`src/rtl/audio_fir_filter.sv`:
```
// Stereo boxcar/FIR filter for the codec line-in to headphone path.
// One shared multiplier walks the left then the right delay line, one tap per clock.
module audio_fir_filter #(
  parameter int TAPS = 16,
  parameter int COEF_W = 16,
  parameter logic [TAPS*COEF_W-1:0] COEFS = {TAPS{COEF_W'(16'h0800)}}
) (
  input  logic               clk_48,
  input  logic               rst,
  input  logic               new_sample,
  input  logic signed [15:0] in_l,
  input  logic signed [15:0] in_r,
  input  logic               filter_en,
  output logic signed [15:0] out_l,
  output logic signed [15:0] out_r,
  output logic               out_valid,
  output logic               busy,
  output logic               overrun
);

  localparam int PW     = $clog2(TAPS);
  localparam int PROD_W = 16 + COEF_W;
  localparam int ACC_W  = PROD_W + PW;
  localparam logic signed [ACC_W-1:0] SAT_MAX = ACC_W'(32767);
  localparam logic signed [ACC_W-1:0] SAT_MIN = ACC_W'(-32768);

  typedef enum logic [1:0] {IDLE, MAC_L, MAC_R, DONE} state_t;

  state_t                    r_state;
  logic signed [15:0]        r_dl_l [TAPS];
  logic signed [15:0]        r_dl_r [TAPS];
  logic        [PW-1:0]      r_ptr;
  logic        [PW-1:0]      r_k;
  logic signed [ACC_W-1:0]   r_acc;
  logic signed [15:0]        r_res_l;
  logic signed [15:0]        r_res_r;

  logic signed [COEF_W-1:0]  w_h [TAPS];
  logic        [PW-1:0]      w_rd_idx;
  logic signed [15:0]        w_x;
  logic signed [COEF_W-1:0]  w_coef;
  logic signed [PROD_W-1:0]  w_prod;
  logic signed [ACC_W-1:0]   w_acc_next;
  logic                      w_last_tap;

  for (genvar g = 0; g < TAPS; g++) begin : g_coef
    assign w_h[g] = COEFS[g*COEF_W +: COEF_W];
  end

  // r_ptr already points past the newest sample, so tap k reads x[n-k] at r_ptr-1-k.
  assign w_rd_idx   = r_ptr - PW'(1) - r_k;
  assign w_x        = (r_state == MAC_R) ? r_dl_r[w_rd_idx] : r_dl_l[w_rd_idx];
  assign w_coef     = w_h[r_k];
  assign w_prod     = w_x * w_coef;
  assign w_acc_next = r_acc + $signed({{PW{w_prod[PROD_W-1]}}, w_prod});
  assign w_last_tap = (r_k == PW'(TAPS - 1));
  assign busy       = (r_state != IDLE);

  function automatic logic signed [15:0] sat16(input logic signed [ACC_W-1:0] v);
    logic signed [ACC_W-1:0] s;
    s = v >>> 15;
    if (s > SAT_MAX)      return 16'sh7FFF;
    else if (s < SAT_MIN) return 16'sh8000;
    else                  return s[15:0];
  endfunction

  always_ff @(posedge clk_48) begin
    if (rst) begin
      r_state   <= IDLE;
      r_ptr     <= '0;
      r_k       <= '0;
      r_acc     <= '0;
      r_res_l   <= '0;
      r_res_r   <= '0;
      out_l     <= '0;
      out_r     <= '0;
      out_valid <= 1'b0;
      overrun   <= 1'b0;
      for (int i = 0; i < TAPS; i++) begin
        r_dl_l[i] <= '0;
        r_dl_r[i] <= '0;
      end
    end else begin
      out_valid <= 1'b0;
      // Any strobe outside IDLE, including the DONE cycle, is dropped.
      if (new_sample && r_state != IDLE) overrun <= 1'b1;
      case (r_state)
        IDLE: begin
          if (new_sample) begin
            r_dl_l[r_ptr] <= in_l;
            r_dl_r[r_ptr] <= in_r;
            r_ptr         <= r_ptr + PW'(1);
            r_k           <= '0;
            r_acc         <= '0;
            if (filter_en) begin
              r_state <= MAC_L;
            end else begin
              r_res_l <= in_l;
              r_res_r <= in_r;
              r_state <= DONE;
            end
          end
        end
        MAC_L: begin
          r_k   <= r_k + PW'(1);
          r_acc <= w_acc_next;
          if (w_last_tap) begin
            r_res_l <= sat16(w_acc_next);
            r_acc   <= '0;
            r_state <= MAC_R;
          end
        end
        MAC_R: begin
          r_k   <= r_k + PW'(1);
          r_acc <= w_acc_next;
          if (w_last_tap) begin
            r_res_r <= sat16(w_acc_next);
            r_acc   <= '0;
            r_state <= DONE;
          end
        end
        DONE: begin
          out_l     <= r_res_l;
          out_r     <= r_res_r;
          out_valid <= 1'b1;
          r_state   <= IDLE;
        end
        default: r_state <= IDLE;
      endcase
    end
  end

endmodule

```
`config.mk`:
```
export PLATFORM = sky130hd
export DESIGN_NAME = audio_fir_filter
export DESIGN_NICKNAME = d
export VERILOG_FILES = /design/src/rtl/audio_fir_filter.sv
export SDC_FILE = /design/constraint.sdc
export NUM_CORES = 1
export LEC_CHECK = 0
export CORE_UTILIZATION = 50
export DETAILED_ROUTE_END_ITERATION = 8
export HOLD_SLACK_MARGIN = 0.15
export PLACE_DENSITY = 0.67
export RECOVER_POWER = 50
export SLEW_MARGIN = 10
export SYNTH_ARGS = -nofsm -noshare
export SYNTH_HDL_FRONTEND = slang
export SYNTH_SLANG_ARGS = --single-unit
```
`constraint.sdc`:
```
create_clock -name clk_48 -period 8.6 [get_ports clk_48]
set_input_delay 1.29 -clock clk_48 [delete_from_list [all_inputs] [get_ports clk_48]]
set_output_delay 1.29 -clock clk_48 [all_outputs]
set_load 0.05 [all_outputs]
```
* Word level (Yosys, flattened, before mapping)
Memories as Yosys holds them, arrays and structs flattened. Cells that the tools add are included.
Word-level totals: ROM bits 256, flip-flop bits (word level) 112, bits in writable memories 512, bits in latches 0, output and inout port bits 35, memories kept 3, word-level logic and storage cells 80
Memory list:
- (name not given) | words 16, width 16, read ports 1, clocked after memory_dff 0, wr ports 0, RTL line 53 | assign w_coef = w_h[r_k];
- r_dl_l | words 16, width 16, read ports 1, clocked after memory_dff 0, wr ports 16, RTL line 30 | logic signed [15:0] r_dl_l [TAPS];
- r_dl_r | words 16, width 16, read ports 1, clocked after memory_dff 0, wr ports 16, RTL line 31 | logic signed [15:0] r_dl_r [TAPS];
Cells by class: $lt $le $gt $ge 3, add/subtract/negate cells 5, bitwise gates (word level) 1, reductions and logical operators 14, shifts and indexed selects 0, equal/unequal tests 8, mux-type cells 35, multipliers 1, div/mod/pow operators 0
Operators with widths (number):
- 2-to-1 mux 16 bit | 12
- 2-to-1 mux 36 bit | 2
- case mux 36 bit (2 select lines) | 1
- case mux 16 bit (2 select lines) | 2
- adder 36 x 32 -> 36 bit | 1
- multiplier 16 x 16 -> 32 bit | 1
- OR reduction 16 bit | 2
- greater-than comparator 21 x 16 -> 1 bit (second input constant) | 1
- less-than comparator 21 x 16 -> 1 bit (second input constant) | 1
- 2-to-1 mux 4 bit | 3
- 2-to-1 mux 1 bit | 9
- adder 4 x 1 -> 4 bit (second input constant) | 2
- 2-to-1 mux 2 bit | 4
- != test 2 bit (second input constant) | 4
- case mux 2 bit (4 select lines) | 1
- case mux 4 bit (2 select lines) | 1
- AND reduction 4 bit | 2
- nonzero test 2 bit | 4
- greater-or-equal comparator 5 bit (second input constant) | 1
- inverter 4 -> 5 bit | 1
- equality test 2 bit (second input constant) | 2
- equality test 4 bit (second input constant) | 1
- AND reduction 2 bit | 2
- subtractor 4 x 1 -> 4 bit (second input constant) | 1
- 6 further kinds | 6

* Depth between registers and ports, before layout
Gate-level depths: netlist of the first run.
depth in word-level cells 11, mapped depth 24, mapped depth without buffers 20

* Least setup slack after synthesis of the first run
Ideal clock, no wire load.
path type register to register, from reg r_ptr[0], to reg r_res_l[10], required time 8.466 ns, arrival time 5.777 ns, path buffers 4, setup time 0.134 ns, slack 2.689 ns, cell stages (with the launch flop) 24, cells stage by stage dfxtp_1 > ha_1 > inv_1 > fa_1 > buf_2 > clkbuf_1 > clkbuf_1 > mux4_2 > mux2i_1 > mux4_2 > inv_1 > ha_1 > ha_1 > ha_1 > fa_1 > a21o_1 > a221oi_2 > nor4_1 > o21a_1 > o41ai_2 > xnor2_1 > o22ai_2 > buf_2 > o221ai_1
On the way: cells in the longest elaborated chain, start to end 11
Ends and longest elaborated chain:
- start, declared | RTL line 32 | logic [PW-1:0] r_ptr;
- start signal, assigned | RTL line 92 | r_ptr <= r_ptr + PW'(1);
- subtractor 4 x 1 -> 4 bit (*) | RTL line 51 | assign w_rd_idx = r_ptr - PW'(1) - r_k;
- subtractor 4 bit (*) | RTL line 51
- memory read (16 x 16 bit) (on tied branches)
- 2-to-1 mux 16 bit (*) | RTL line 52 | assign w_x = (r_state == MAC_R) ? r_dl_r[w_rd_idx] : r_dl_l[w_rd_idx];
- multiplier 16 x 16 -> 32 bit (*) | RTL line 54 | assign w_prod = w_x * w_coef;
- adder 36 x 32 -> 36 bit (*) | RTL line 55 | assign w_acc_next = r_acc + $signed({{PW{w_prod[PROD_W-1]}}, w_prod});
- less-than comparator 21 x 16 -> 1 bit | RTL line 63 | else if (s < SAT_MIN) return 16'sh8000;
- 2-to-1 mux 16 bit | RTL line 63
- 2-to-1 mux 16 bit (*)
- 2-to-1 mux 16 bit (*) | RTL line 107 | if (w_last_tap) begin
- case mux 16 bit (2 select lines) (*) | RTL line 87 | case (r_state)
- end signal, assigned | RTL line 98 | r_res_l <= in_l;
- end signal, assigned | RTL line 108 | r_res_l <= sat16(w_acc_next);
- end, declared | RTL line 35 | logic signed [15:0] r_res_l;
Every way passes the cells marked *; elsewhere a longest branch is shown, timed or not. The select of a mux whose other input is x is not followed. A chain may end at the register's enable or synchronous reset.

* Worst setup path in the final report of the first run
from reg r_ptr[0], to reg r_res_r[3]
On the way: cells in the longest elaborated chain, start to end 11
Ends and longest elaborated chain:
- subtractor 4 x 1 -> 4 bit (*) | RTL line 51
- subtractor 4 bit (*) | RTL line 51
- memory read (16 x 16 bit) (on tied branches)
- 2-to-1 mux 16 bit (*) | RTL line 52
- multiplier 16 x 16 -> 32 bit (*) | RTL line 54
- adder 36 x 32 -> 36 bit (*) | RTL line 55
- less-than comparator 21 x 16 -> 1 bit | RTL line 63
- 2-to-1 mux 16 bit | RTL line 63
- 2-to-1 mux 16 bit (*) | RTL line 62 | if (s > SAT_MAX) return 16'sh7FFF;
- 2-to-1 mux 16 bit (*)
- case mux 16 bit (2 select lines) (*) | RTL line 87
- end signal, assigned | RTL line 99 | r_res_r <= in_r;
- end signal, assigned | RTL line 117 | r_res_r <= sat16(w_acc_next);
- end, declared | RTL line 36 | logic signed [15:0] r_res_r;
Marked as above.

==> parameters.txt, run 1 <==
Parameter                              Value

Yosys
  Combinational family with the most area after synthesis    multiplexers
  Fraction of the mapped netlist area in adder cells    3.615%
  Most used DFF post-synth    sky130_fd_sc_hd__edfxtp_1
  Cells after synthesis    roughly 2.1k
  Synthesized netlist net count    2194
  Async set or reset register ratio after synthesis    0%
  Compound-gate portion of the synthesized area    4.508%
  Average size of a mapped cell    14.04 um^2
  Library cells used by synthesis    55
  Multiplexer share of the synthesized area    between 10 and 15%
  Number of flops mapped to enable cells by yosys    512
  Xor-xnor portion of the synthesized cell area    less than 1%
  Syn Std Cell Area    slightly below 30000 um^2
  Simple-gate area share of the yosys netlist    14.31%
  Sequential element share of the synthesized area    around three fifths
  Warnings from Yosys    0
  Register bit count reported by yosys    613

Route
  WL final    80290 um
  Vias per cell    between 6 and 7
  Drt pass-1 iters    6
  WL per Instance    27.46 um
  DRC violations left    0
  Total number of vias    17.80k
  Post-route antenna net violation count    0
  Violation count after the first detailed-route iteration    1723

Clock tree
  Insertion delay of the later-clocked pin in the worst-skew pair    approximately 600 ps
  Maximum buffer depth of the clock tree    3
  Cts bufs inserted    66
  Post-CTS Setup Repair Bufs    0
  TritonCTS clock tree    built
  Number of H-tree levels    3
  Number of resized instances in the post-cts repair step    0
  Hold buffers post-CTS    0
  Sink Count    613
  Buffer cell driving the clock tree root    sky130_fd_sc_hd__clkbuf_16
  Clock transition at the registers of the reported paths    around 60 ps

Placement
  Placement Cell Area    30730 um^2
  GPL Wtd Cong    roughly 0.9
  Placed wire-length estimate after detailed placement    47270 um
  Post-Place Cells    2803
  Number of input and output port buffers inserted    70

Worst hold path
  Type of the most critical hold path    reg2reg
  Min-Delay Path Depth    2

Worst setup path
  Highest fanout seen on the critical path    slightly above 60
  Crit-path most repeated cell    sky130_fd_sc_hd__ha_1
  Kind of start point of the critical path    register
  Cell count of the worst reg-to-reg path    19
  Max incr delay on CP    1130 ps
  Slowest cell on the critical path    sky130_fd_sc_hd__fa_4
  Source of the worst register-to-register timing path    r_ptr[0]
  Critical Path, Cell by Cell    ha_4 > inv_1 > fa_4 > buf_12 > mux4_2 > mux2i_1 > mux4_2 > inv_1 > ha_1 > ha_1 > ha_1 > nor3_1 > a2111oi_0 > nor2_1 > a311o_1 > a21boi_0 > o2111ai_1 > o22ai_2 > o221ai_1
  Required @ worst endpoint    between 9000 and 10000 ps
  Start-to-end type of the worst setup path    reg2reg
  Slack of the worst reg-to-reg path    about 1500 ps
  Critical path data arrival time    7570 ps
  Crit path from    r_ptr[0]
  Kind of end point of the critical path    register
  Endpoint of the worst register-to-register path    r_res_r[3]
  Critical Path Sink    r_res_r[3]

Die
  Die width    243.4 um
  Initial core utilization    50.51%
  Die Y    243.4 um
  I/O pin total    71
  Core region area    57700 um^2
  Total number of placement rows    88
  Die Footprint    roughly 59000 um^2

Final layout
  Final Non-Filler Cells    2924
  Post-route standard cell area excluding fillers    between 30000 and 40000 um^2
  Nets    2225
  Number of inserted filler cells in the final layout    roughly 4.6k
  Area added between synthesis and finish    12.16%
  Fraction of layout cells with a size suffix above 1    13.96%

Timing
  Time the final worst path needs with I/O delays and setup    about 7000 ps
  Final total negative setup slack    0 ps
  Actual slew at the worst max-slew pin    2904 ps
  Worst clock skew    between 20 and 30 ps
  Number of hold violations in the final report    0
  Relative max-transition margin    -93.62%
  Highest clock rate    140.2 MHz
  Post-route fraction of the period consumed by the critical path    82.97%
  Setup violation total in the final timing report    0
  RSZ-0062 raised after global routing    false
  Number of max-slew violations in the final report    584

Flow run
  MaxCap Viol Count    17

Global route
  Overall overflow remaining after global route    0
  Maximum number of pins on one net before global-route repair    63
  Via count of the first global-routing pass    approximately 18k
  Wire length of the first global-routing pass    118900 um
  Antenna violations before repair    5
  Global-route total usage across every layer    27.55%

Power and ir drop
  Clk network pwr share    23.9%
  Comb pwr share    ~45%
  Switch Pwr    around 4.3 mW
  Internal power summed over all cells    slightly above 7 mW
  Sequential Power Share    31.2%
  Power Density    350.4 nW/um^2
  Switching share of power    a little under two fifths
  Lkg Pwr    approximately 12 nW
  Max rail drop VDD    approximately 0.20 mV

Run status
  Run status    complete, but fails checks
  Violations in the final reports    capacitance limit, slew limit
-- per-layer routing --
metal / GRT usage, % / vias up / wire (um)
li1: - / 7718 / -
met1: 36.37 / 9166 / 31950
met2: 45.91 / 771 / 39300
met3: 4.351 / 145 / 6426
met4: 10.41 / 0 / 2611
met5: 0 / - / 0
-- how the worst min path moves through the flow --
stage,start,to,slack (ps)
after global placement,overrun,overrun,450
after detailed placement,overrun,overrun,460
after CTS,overrun,overrun,470
after floorplan,r_res_l[0],r_res_l[0],430
after global routing,r_res_l[3],r_res_l[3],510
final,overrun,overrun,470
-- area by class of cell --
cell class                      count  area [um^2]  share of cell area [%]
Tap cell                          765        957.2                   2.928
Inverter                           35        131.4                  0.4019
Sequential cell                   613        17400                   53.23
Multi-Input combinational cell   1270        11080                   33.91
Antenna cell                        3        7.507                 0.02297
Clock buffer                       97         1929                   5.903
Timing Repair Buffer              120         1057                   3.235
Clock inverter                     21        123.9                  0.3790
-- cells by family after synthesis --
group,Yosys count
AOI/OAI and AO/OA,190
xor gates and xnor gates,26
adders and majority gates,83
buffers and inverters,192
DFF,613
muxes,241
and+or+nand+nor,730
-- flip-flops by register name (all words and copies together) (netlist names) --
signal     flops
r_dl_r       256
r_state        2
out_r         16
r_dl_l       256
out_l         16
overrun        1
out_valid      1
r_ptr          4
r_k            4
r_res_l       16
r_acc         25
r_res_r       16
-- placed cells by master (no fill, tap or decap), types with 28 or more instances in the layout --
cell type,synthesis,routed
sky130_fd_sc_hd__clkdlybuf4s50_1,0,34
sky130_fd_sc_hd__mux4_2,144,144
sky130_fd_sc_hd__dfxtp_1,101,101
sky130_fd_sc_hd__o221ai_1,32,32
sky130_fd_sc_hd__mux2i_1,97,97
sky130_fd_sc_hd__o21ai_0,49,49
sky130_fd_sc_hd__and2_0,0,239
sky130_fd_sc_hd__a21oi_1,28,28
sky130_fd_sc_hd__nand2_1,54,54
sky130_fd_sc_hd__and2_1,497,258
sky130_fd_sc_hd__dlygate4sd3_1,0,35
sky130_fd_sc_hd__clkbuf_16,0,72
sky130_fd_sc_hd__edfxtp_1,512,512
sky130_fd_sc_hd__clkbuf_1,131,42
sky130_fd_sc_hd__inv_1,33,33
sky130_fd_sc_hd__ha_1,81,79
sky130_fd_sc_hd__nor2_1,91,80
-- cell usage after synthesis, drive strengths merged (2+ instances only) --
master     n  area (um^2)
buf       26        121.4
xor2       9        78.83
fa         2        40.04
nor3      22        110.1
or3        3        18.77
and3       4        25.02
a211o      2        17.52
a21oi     28        140.1
nand2     54        202.7
mux4     144         3243
o221ai    32        280.3
or2       17        106.4
mux2i     97        970.9
nand3      9        45.04
nor4       6        37.54
nand2b    21        131.4
inv       34        127.6
o211ai    14        105.1
edfxtp   512        15370
a21o       9        67.56
o2111ai    2        17.52
o21a       5        37.54
o21ai     50        250.2
nor2b      3        18.77
o22ai      4        37.53
dfxtp    101         2022
a31oi      3        18.77
nor2      91        341.6
ha        81         1013
a211oi     5        37.54
a22o       2        17.52
and2     497         3109
clkbuf   131        491.7
a22oi     23        172.7
xnor2     17        171.4
a2bb2oi    2        17.52
-- power by group through the flow --
stage | combinational, mW | clock, mW | sequential [mW]
after CTS | 5.18 | 2.78 | 3.58
after global placement | 5.09 | 0 | 3.63
after global routing | 5.54 | 2.88 | 3.60
after detailed placement | 5.13 | 0 | 3.64
after floorplan | 3.65 | 0 | 3.61
final | 5.14 | 2.74 | 3.58
-- per-stage QoR --
stage / total power, mW / worst slack [ps] / hold slack [ps] / utilization, %
after global placement: 8.716 / 1537 / 448.6 / 53.26
after global routing: 12.01 / 1063 / 507.9 / 56.65
after floorplan: 7.259 / 2689 / 432.3 / -
after detailed placement: 8.773 / 1398 / 456.5 / 53.26
final: 11.45 / 1465 / 469.7 / 56.65
after CTS: 11.53 / 1399 / 472.3 / 56.82
-- critical path: cells and delay by family (launching register included) --
kind            cells  cell delay, ps
mux                 3             920
fa+ha+maj           5            2290
flops               1             450
compound gates      6            2320
simple gates        2             210
buf+inv             3             780
(Power assumes the default switching activity.)
==> run 2: changes to the inputs <==
- PLACE_DENSITY: 0.67 -> 0.69
- clock period: 8.6 -> 6.4 ns (I/O delays scaled with it)
==> run 2 against run 1 <==
The flow still finishes with violations (capacitance limit, slew limit). Total power increased by 37%. Count of clock-buffer cells in the layout increased by 2. Cell area increased by 0.70%. Maximum frequency increased by 16%. Via count increased by 0.12%. Global-route usage decreased by 0.32 points.
==> parameters.txt, run 2 (synthesis results as in run 1) <==
Parameter                              Value

Final layout
  Nets    around 2.2k
  Most common cell after layout, fill and taps aside    sky130_fd_sc_hd__edfxtp_1
  Area used by multi-input combinational logic    11120 um^2
  Area taken by flip-flops and latches    17400 um^2
  Commonest non-fill, non-tap cells in the layout    sky130_fd_sc_hd__edfxtp_1, sky130_fd_sc_hd__and2_1, sky130_fd_sc_hd__and2_0
  Fraction of layout cells with a size suffix above 1    15.06%
  Area added between synthesis and finish    12.95%
  Final core utilization    57.05%
  Number of inserted filler cells in the final layout    4575
  Largest registers ranked by flip-flop count    r_dl_l (256), r_dl_r (256), r_acc (25)

Clock tree
  Hold buffers post-CTS    0
  Sink Count    613
  Number of H-tree levels    3
  Insertion delay of the later-clocked pin in the worst-skew pair    610 ps
  TritonCTS clock tree    built
  Clock transition at the registers of the reported paths    ~60 ps
  Buffer cell driving the clock tree root    sky130_fd_sc_hd__clkbuf_16
  Maximum buffer depth of the clock tree    3
  Cts bufs inserted    66

Global route
  Wire length of the first global-routing pass    117900 um
  Via count of the first global-routing pass    17.95k
  Global-route total usage across every layer    27.23%
  Antenna violations before repair    6
  Overall overflow remaining after global route    0
  Maximum number of pins on one net before global-route repair    90

Power and ir drop
  Lkg Pwr    12.31 nW
  Max rail drop VDD    0.3919 mV
  Power Density    475.7 nW/um^2

Worst setup path
  Start-to-end type of the worst setup path    reg2reg
  Slowest cell on the critical path    sky130_fd_sc_hd__fa_4
  Kind of end point of the critical path    register
  Required @ worst endpoint    approximately 6900 ps
  Crit-path most repeated cell    sky130_fd_sc_hd__ha_1
  Kind of start point of the critical path    register
  Max incr delay on CP    900 ps
  Critical path data arrival time    6630 ps
  Number of buffers and inverters on the critical path    6
  Highest fanout seen on the critical path    30
  Family with the most delay on the worst path    adder cells
  Critical Path, Cell by Cell    inv_1 > fa_4 > buf_12 > buf_12 > mux4_2 > mux2i_1 > mux4_2 > inv_1 > ha_1 > ha_1 > ha_1 > and3_1 > a221oi_2 > buf_4 > o22ai_1 > o22ai_1 > xor2_1 > o2111ai_1 > o22ai_2 > buf_4 > o221ai_1

Timing
  Number of max-slew violations in the final report    between 600 and 700
  Worst clock skew    21.15 ps
  Final total negative setup slack    0 ps
  Setup violation total in the final timing report    0
  Number of hold violations in the final report    0
  RSZ-0062 raised after global routing    false
  Relative max-transition margin    -185.3%
  Post-route fraction of the period consumed by the critical path    between 90% and 100%
  Actual slew at the worst max-slew pin    around 4300 ps
  Time the final worst path needs with I/O delays and setup    6173 ps
  Highest clock rate    162.0 MHz

Die
  Total number of placement rows    roughly 90
  Die width    ~240 um
  Die Y    243.4 um
  Core region area    57700 um^2
  I/O pin total    71
  Initial core utilization    50.51%
  Die Footprint    59250 um^2

Run status
  Run status    complete, but fails checks
  Violations in the final reports    capacitance limit, slew limit

Route
  WL per Instance    27.09 um
  Total number of vias    approximately 18k
  Drt pass-1 iters    5
  Violation count after the first detailed-route iteration    1938
  Post-route antenna net violation count    0
  DRC violations left    0
  Vias per cell    6.062
  WL final    79630 um

Placement
  GPL Wtd Cong    0.9734
  Placed wire-length estimate after detailed placement    48090 um
  Number of input and output port buffers inserted    70

Worst hold path
  Type of the most critical hold path    reg2reg

Flow run
  MaxCap Viol Count    18
[run 2: cell types whose count changed in the layout (fill, tap and decap cells not counted), moves of 3 or more]
cell,delta
sky130_fd_sc_hd__and2_0,+9
sky130_fd_sc_hd__and2_1,-9
sky130_fd_sc_hd__buf_12,+3
sky130_fd_sc_hd__buf_4,+15
sky130_fd_sc_hd__clkbuf_16,-4
sky130_fd_sc_hd__clkbuf_8,+3
sky130_fd_sc_hd__clkinv_1,-5
[run 2: what timing repair did]
item,4_1_cts,5_1_grt
endpoints found under the setup margin,0,30
endpoints found under the hold margin,0,0
setup buffers,0,0
resized for setup,0,8
[run 2: routing by layer]
| layer | share of wire [%] | track usage, % | routed length (um) | vias up |
|---|---|---|---|---|
| met5 | 0 | 0 | 0 | - |
| met4 | 3.2 | 9.637 | 2544 | 0 |
| met3 | 7.1 | 2.974 | 5640 | 148 |
| met2 | 50 | 46.76 | 39800 | 806 |
| met1 | 40 | 35.89 | 31650 | 9121 |
| li1 | - | - | - | 7746 |
[run 2: cell type report]
cell class	count	area share (%)
sequential	613	52.86
inverter	35	0.3991
antenna	3	0.02281
timing repair buffer	136	3.786
clock inverter	19	0.5398
clock buffer	99	5.710
tap	765	2.908
multi-input combinational	1270	33.78
[run 2: tightest hold or removal path: stages, from the launching register on]
cell	delay [ps]
sky130_fd_sc_hd__dfxtp_1	330
sky130_fd_sc_hd__nand2_1	50
sky130_fd_sc_hd__o221ai_1	60
[run 2: power by group]
| group | total [mW] | internal (mW) | switching, mW | leakage, nW |
|---|---|---|---|---|
| Clock | 3.70 | 2.12 | 1.58 | 1.00 |
| Combinational | 7.15 | 3.06 | 4.08 | 5.20 |
| Sequential | 4.81 | 4.66 | 0.151 | 6.11 |
| Total | 15.7 | 9.84 | 5.81 | 12.3 |
[run 2: stage by stage]
| stage | setup slack, ps | hold WS (ps) | instances | power, mW | cell area (um^2) |
|---|---|---|---|---|---|
| 4_1_cts | 63.14 | 470.4 | 2937 | 15.68 | 32950 |
| 3_5_place_dp | 105.0 | 451.9 | 2819 | 11.97 | 30890 |
| 3_3_place_gp | 196.3 | 451.7 | 2819 | 11.88 | 30890 |
| 5_1_grt | 7.125 | 494.6 | 2940 | 16.38 | 32910 |
| 2_1_floorplan | 489.4 | 432.3 | 2075 | 9.754 | 29140 |
| 6_report | 226.6 | 467.8 | 2940 | 15.66 | 32910 |
[run 2: worst paths after layout]
kind,from,slack (ps),cells after the start,endpoint
setup / recovery,r_ptr[1],230,21,r_res_r[3]
hold / removal,r_res_r[8],470,2,r_res_r[8]
setup reg to reg,r_ptr[1],230,21,r_res_r[3]
hold reg to reg,r_res_r[8],470,2,r_res_r[8]
==> run 3: changes to the inputs <==
- REMOVE_ABC_BUFFERS: unset -> 1
==> run 3 against run 2 <==
The flow still finishes with violations (capacitance limit, slew limit). Worst hold slack hardly changed. Non-clock buffer count is 2 higher. Sequential share of layout area is 0.13 points lower. Critical path depth is 2 higher. Final cell count is 0.14% lower. Critical path type unchanged. Critical endpoint is now r_res_l[9]. Highest routed layer is now met5.
==> parameters.txt, run 3 (synthesis results as in run 1) <==
Parameter                              Value

Power and ir drop
  Clk network pwr share    23.8%
  Sequential Power Share    30.5%
  Lkg Pwr    12.36 nW
  Comb pwr share    45.7%
  Switch Pwr    5.813 mW
  Power Density    479.9 nW/um^2
  Max rail drop VDD    0.5059 mV
  Switching share of power    a little under two fifths
  Internal power summed over all cells    10.02 mW

Clock tree
  Cts bufs inserted    66
  Insertion delay of the later-clocked pin in the worst-skew pair    600 ps
  Buffer cell driving the clock tree root    sky130_fd_sc_hd__clkbuf_16
  Maximum buffer depth of the clock tree    3
  Number of H-tree levels    3
  Sink Count    613
  TritonCTS clock tree    built
  Clock transition at the registers of the reported paths    ~60 ps

Worst setup path
  Critical path data arrival time    6600 ps
  Slack of the worst reg-to-reg path    250 ps
  Slowest cell on the critical path    sky130_fd_sc_hd__fa_4
  Source of the worst register-to-register timing path    r_k[0]
  Highest fanout seen on the critical path    30
  Max incr delay on CP    910 ps
  Kind of end point of the critical path    register
  Kind of start point of the critical path    register
  Critical Path, Cell by Cell    inv_1 > ha_4 > inv_1 > fa_4 > buf_12 > buf_12 > mux4_2 > mux2i_1 > mux4_2 > inv_1 > ha_1 > ha_1 > ha_1 > a21o_1 > a221oi_2 > buf_4 > o22ai_1 > o22ai_1 > xor2_1 > nor3_1 > a31oi_2 > buf_12 > o221ai_1
  Crit path from    r_k[0]
  Start-to-end type of the worst setup path    reg2reg
  Required @ worst endpoint    approximately 7000 ps

Final layout
  Nets    about 2.2k
  Fraction of layout cells with a size suffix above 1    15.30%
  Commonest non-fill, non-tap cells in the layout    sky130_fd_sc_hd__edfxtp_1, sky130_fd_sc_hd__and2_1, sky130_fd_sc_hd__and2_0
  Most common cell after layout, fill and taps aside    sky130_fd_sc_hd__edfxtp_1
  Final core utilization    57.19%
  Largest registers ranked by flip-flop count    r_dl_l (256), r_dl_r (256), r_acc (25)
  Final Non-Filler Cells    2936
  Area added between synthesis and finish    13.22%

Timing
  Relative max-transition margin    -75.94%
  Worst clock skew    26.87 ps
  Number of hold violations in the final report    0
  Post-route fraction of the period consumed by the critical path    96.04%
  Setup violation total in the final timing report    0
  Highest clock rate    162.7 MHz
  Actual slew at the worst max-slew pin    roughly 2600 ps
  RSZ-0062 raised after global routing    false
  Time the final worst path needs with I/O delays and setup    6146 ps
  Number of max-slew violations in the final report    615

Route
  Met2 wire length    37770 um
  Drt pass-1 iters    5
  Met3 Wirelength    6779 um
  Post-route antenna net violation count    0
  Length of routed wiring on met1    32770 um
  Violation count after the first detailed-route iteration    2099
  DRC violations left    0
  WL final    about 80000 um
  WL per Instance    27.14 um
  Top layer in use    met5
  Total number of vias    18.07k
  Vias per cell    6.153

Flow run
  MaxCap Viol Count    18

Placement
  GPL Wtd Cong    0.9064
  Post-Place Cells    2817
  Placed wire-length estimate after detailed placement    around 47000 um
  Number of input and output port buffers inserted    70

Run status
  Violations in the final reports    capacitance limit, slew limit
  Run status    complete, but fails checks

Die
  Die Footprint    59250 um^2
  Initial core utilization    roughly half
  I/O pin total    71
  Die width    243.4 um
  Die Y    243.4 um
  Core region area    57700 um^2
  Total number of placement rows    88

Global route
  Maximum number of pins on one net before global-route repair    58
  Via count of the first global-routing pass    about 18k
  Antenna violations before repair    4
  Overall overflow remaining after global route    0
  Wire length of the first global-routing pass    117800 um
  Global-route total usage across every layer    a little over a quarter

Worst hold path
  Type of the most critical hold path    reg2reg
  Worst hold path startpoint    overrun
## run 3: cell types whose count changed in the layout (fill, tap and decap cells not counted), moves of 2 or more
cell,before,now
sky130_fd_sc_hd__clkbuf_1,42,33
sky130_fd_sc_hd__or2_2,15,17
sky130_fd_sc_hd__clkbuf_16,68,70
sky130_fd_sc_hd__clkinv_1,7,12
sky130_fd_sc_hd__and2_0,248,235
sky130_fd_sc_hd__bufinv_16,2,4
sky130_fd_sc_hd__dlygate4sd3_1,35,33
sky130_fd_sc_hd__diode_2,3,1
sky130_fd_sc_hd__buf_12,8,12
sky130_fd_sc_hd__and2_1,249,262
sky130_fd_sc_hd__clkbuf_8,6,4
sky130_fd_sc_hd__or2_0,2,0
sky130_fd_sc_hd__clkdlybuf4s50_1,34,36
## run 3: area by class of cell
type / instances / area, um^2
fill: 4552 / 24700
sequential: 613 / 17400
multi-input combinational: 1270 / 11120
clock buffer: 91 / 1873
timing repair buffer: 138 / 1291
tap: 765 / 957.2
clock inverter: 23 / 215.2
inverter: 35 / 135.1
antenna: 1 / 2.502
## run 3: worst paths after layout
kind | end | cells after the start
worst min-delay path | overrun | 2
worst min register to register | overrun | 2
worst max register to register | r_res_l[9] | 23
worst max-delay path | r_res_l[9] | 23
## run 3: power groups by stage
stage / Sequential, mW / Combinational [mW] / Clock (mW)
after floorplan: 4.86 / 5.00 / 0
after global placement: 4.89 / 6.96 / 0
after detailed placement: 4.90 / 7.05 / 0
after CTS: 4.82 / 7.10 / 3.79
after global routing: 4.85 / 7.77 / 3.95
final: 4.82 / 7.24 / 3.77
## run 3: worst max-delay path, delay by kind of cell (launching register included)
family,cells,cell delay (ps)
flip-flops,1,330
AND/OR/NAND/NOR,1,120
adder cells (fa/ha/maj),5,1990
XOR/XNOR,1,330
buffers and inverters,7,1170
multiplexers,3,790
AO/OA/AOI/OAI,6,1220
## run 3: what timing repair did
item | CTS | global route
endpoints found under the setup margin | 0 | 31
gates resized for setup | 0 | 12
hold buffers | 0 | 0
buffers inserted | 0 | 4
## run 3: metal layers
layer / vias to the layer above / track usage [%]
li1: 7739 / -
met1: 9292 / 37.91
met2: 885 / 43.75
met3: 148 / 4.505
met4: 2 / 8.750
met5: - / 0
## run 3: per-stage QoR
step / power [mW] / worst slack (ps) / area, um^2 / TNS [ps] / hold slack (ps)
6_report: 15.83 / 253.6 / 32990 / 0 / 467.8
5_1_grt: 16.57 / 3.500 / 32990 / 0 / 516.3
4_1_cts: 15.72 / 214.4 / 33010 / 0 / 480.7
3_5_place_dp: 11.96 / 213.0 / 30920 / 0 / 464.0
3_3_place_gp: 11.85 / 288.3 / 30920 / 0 / 456.7
2_1_floorplan: 9.868 / -4193 / 28530 / -183310 / 432.3
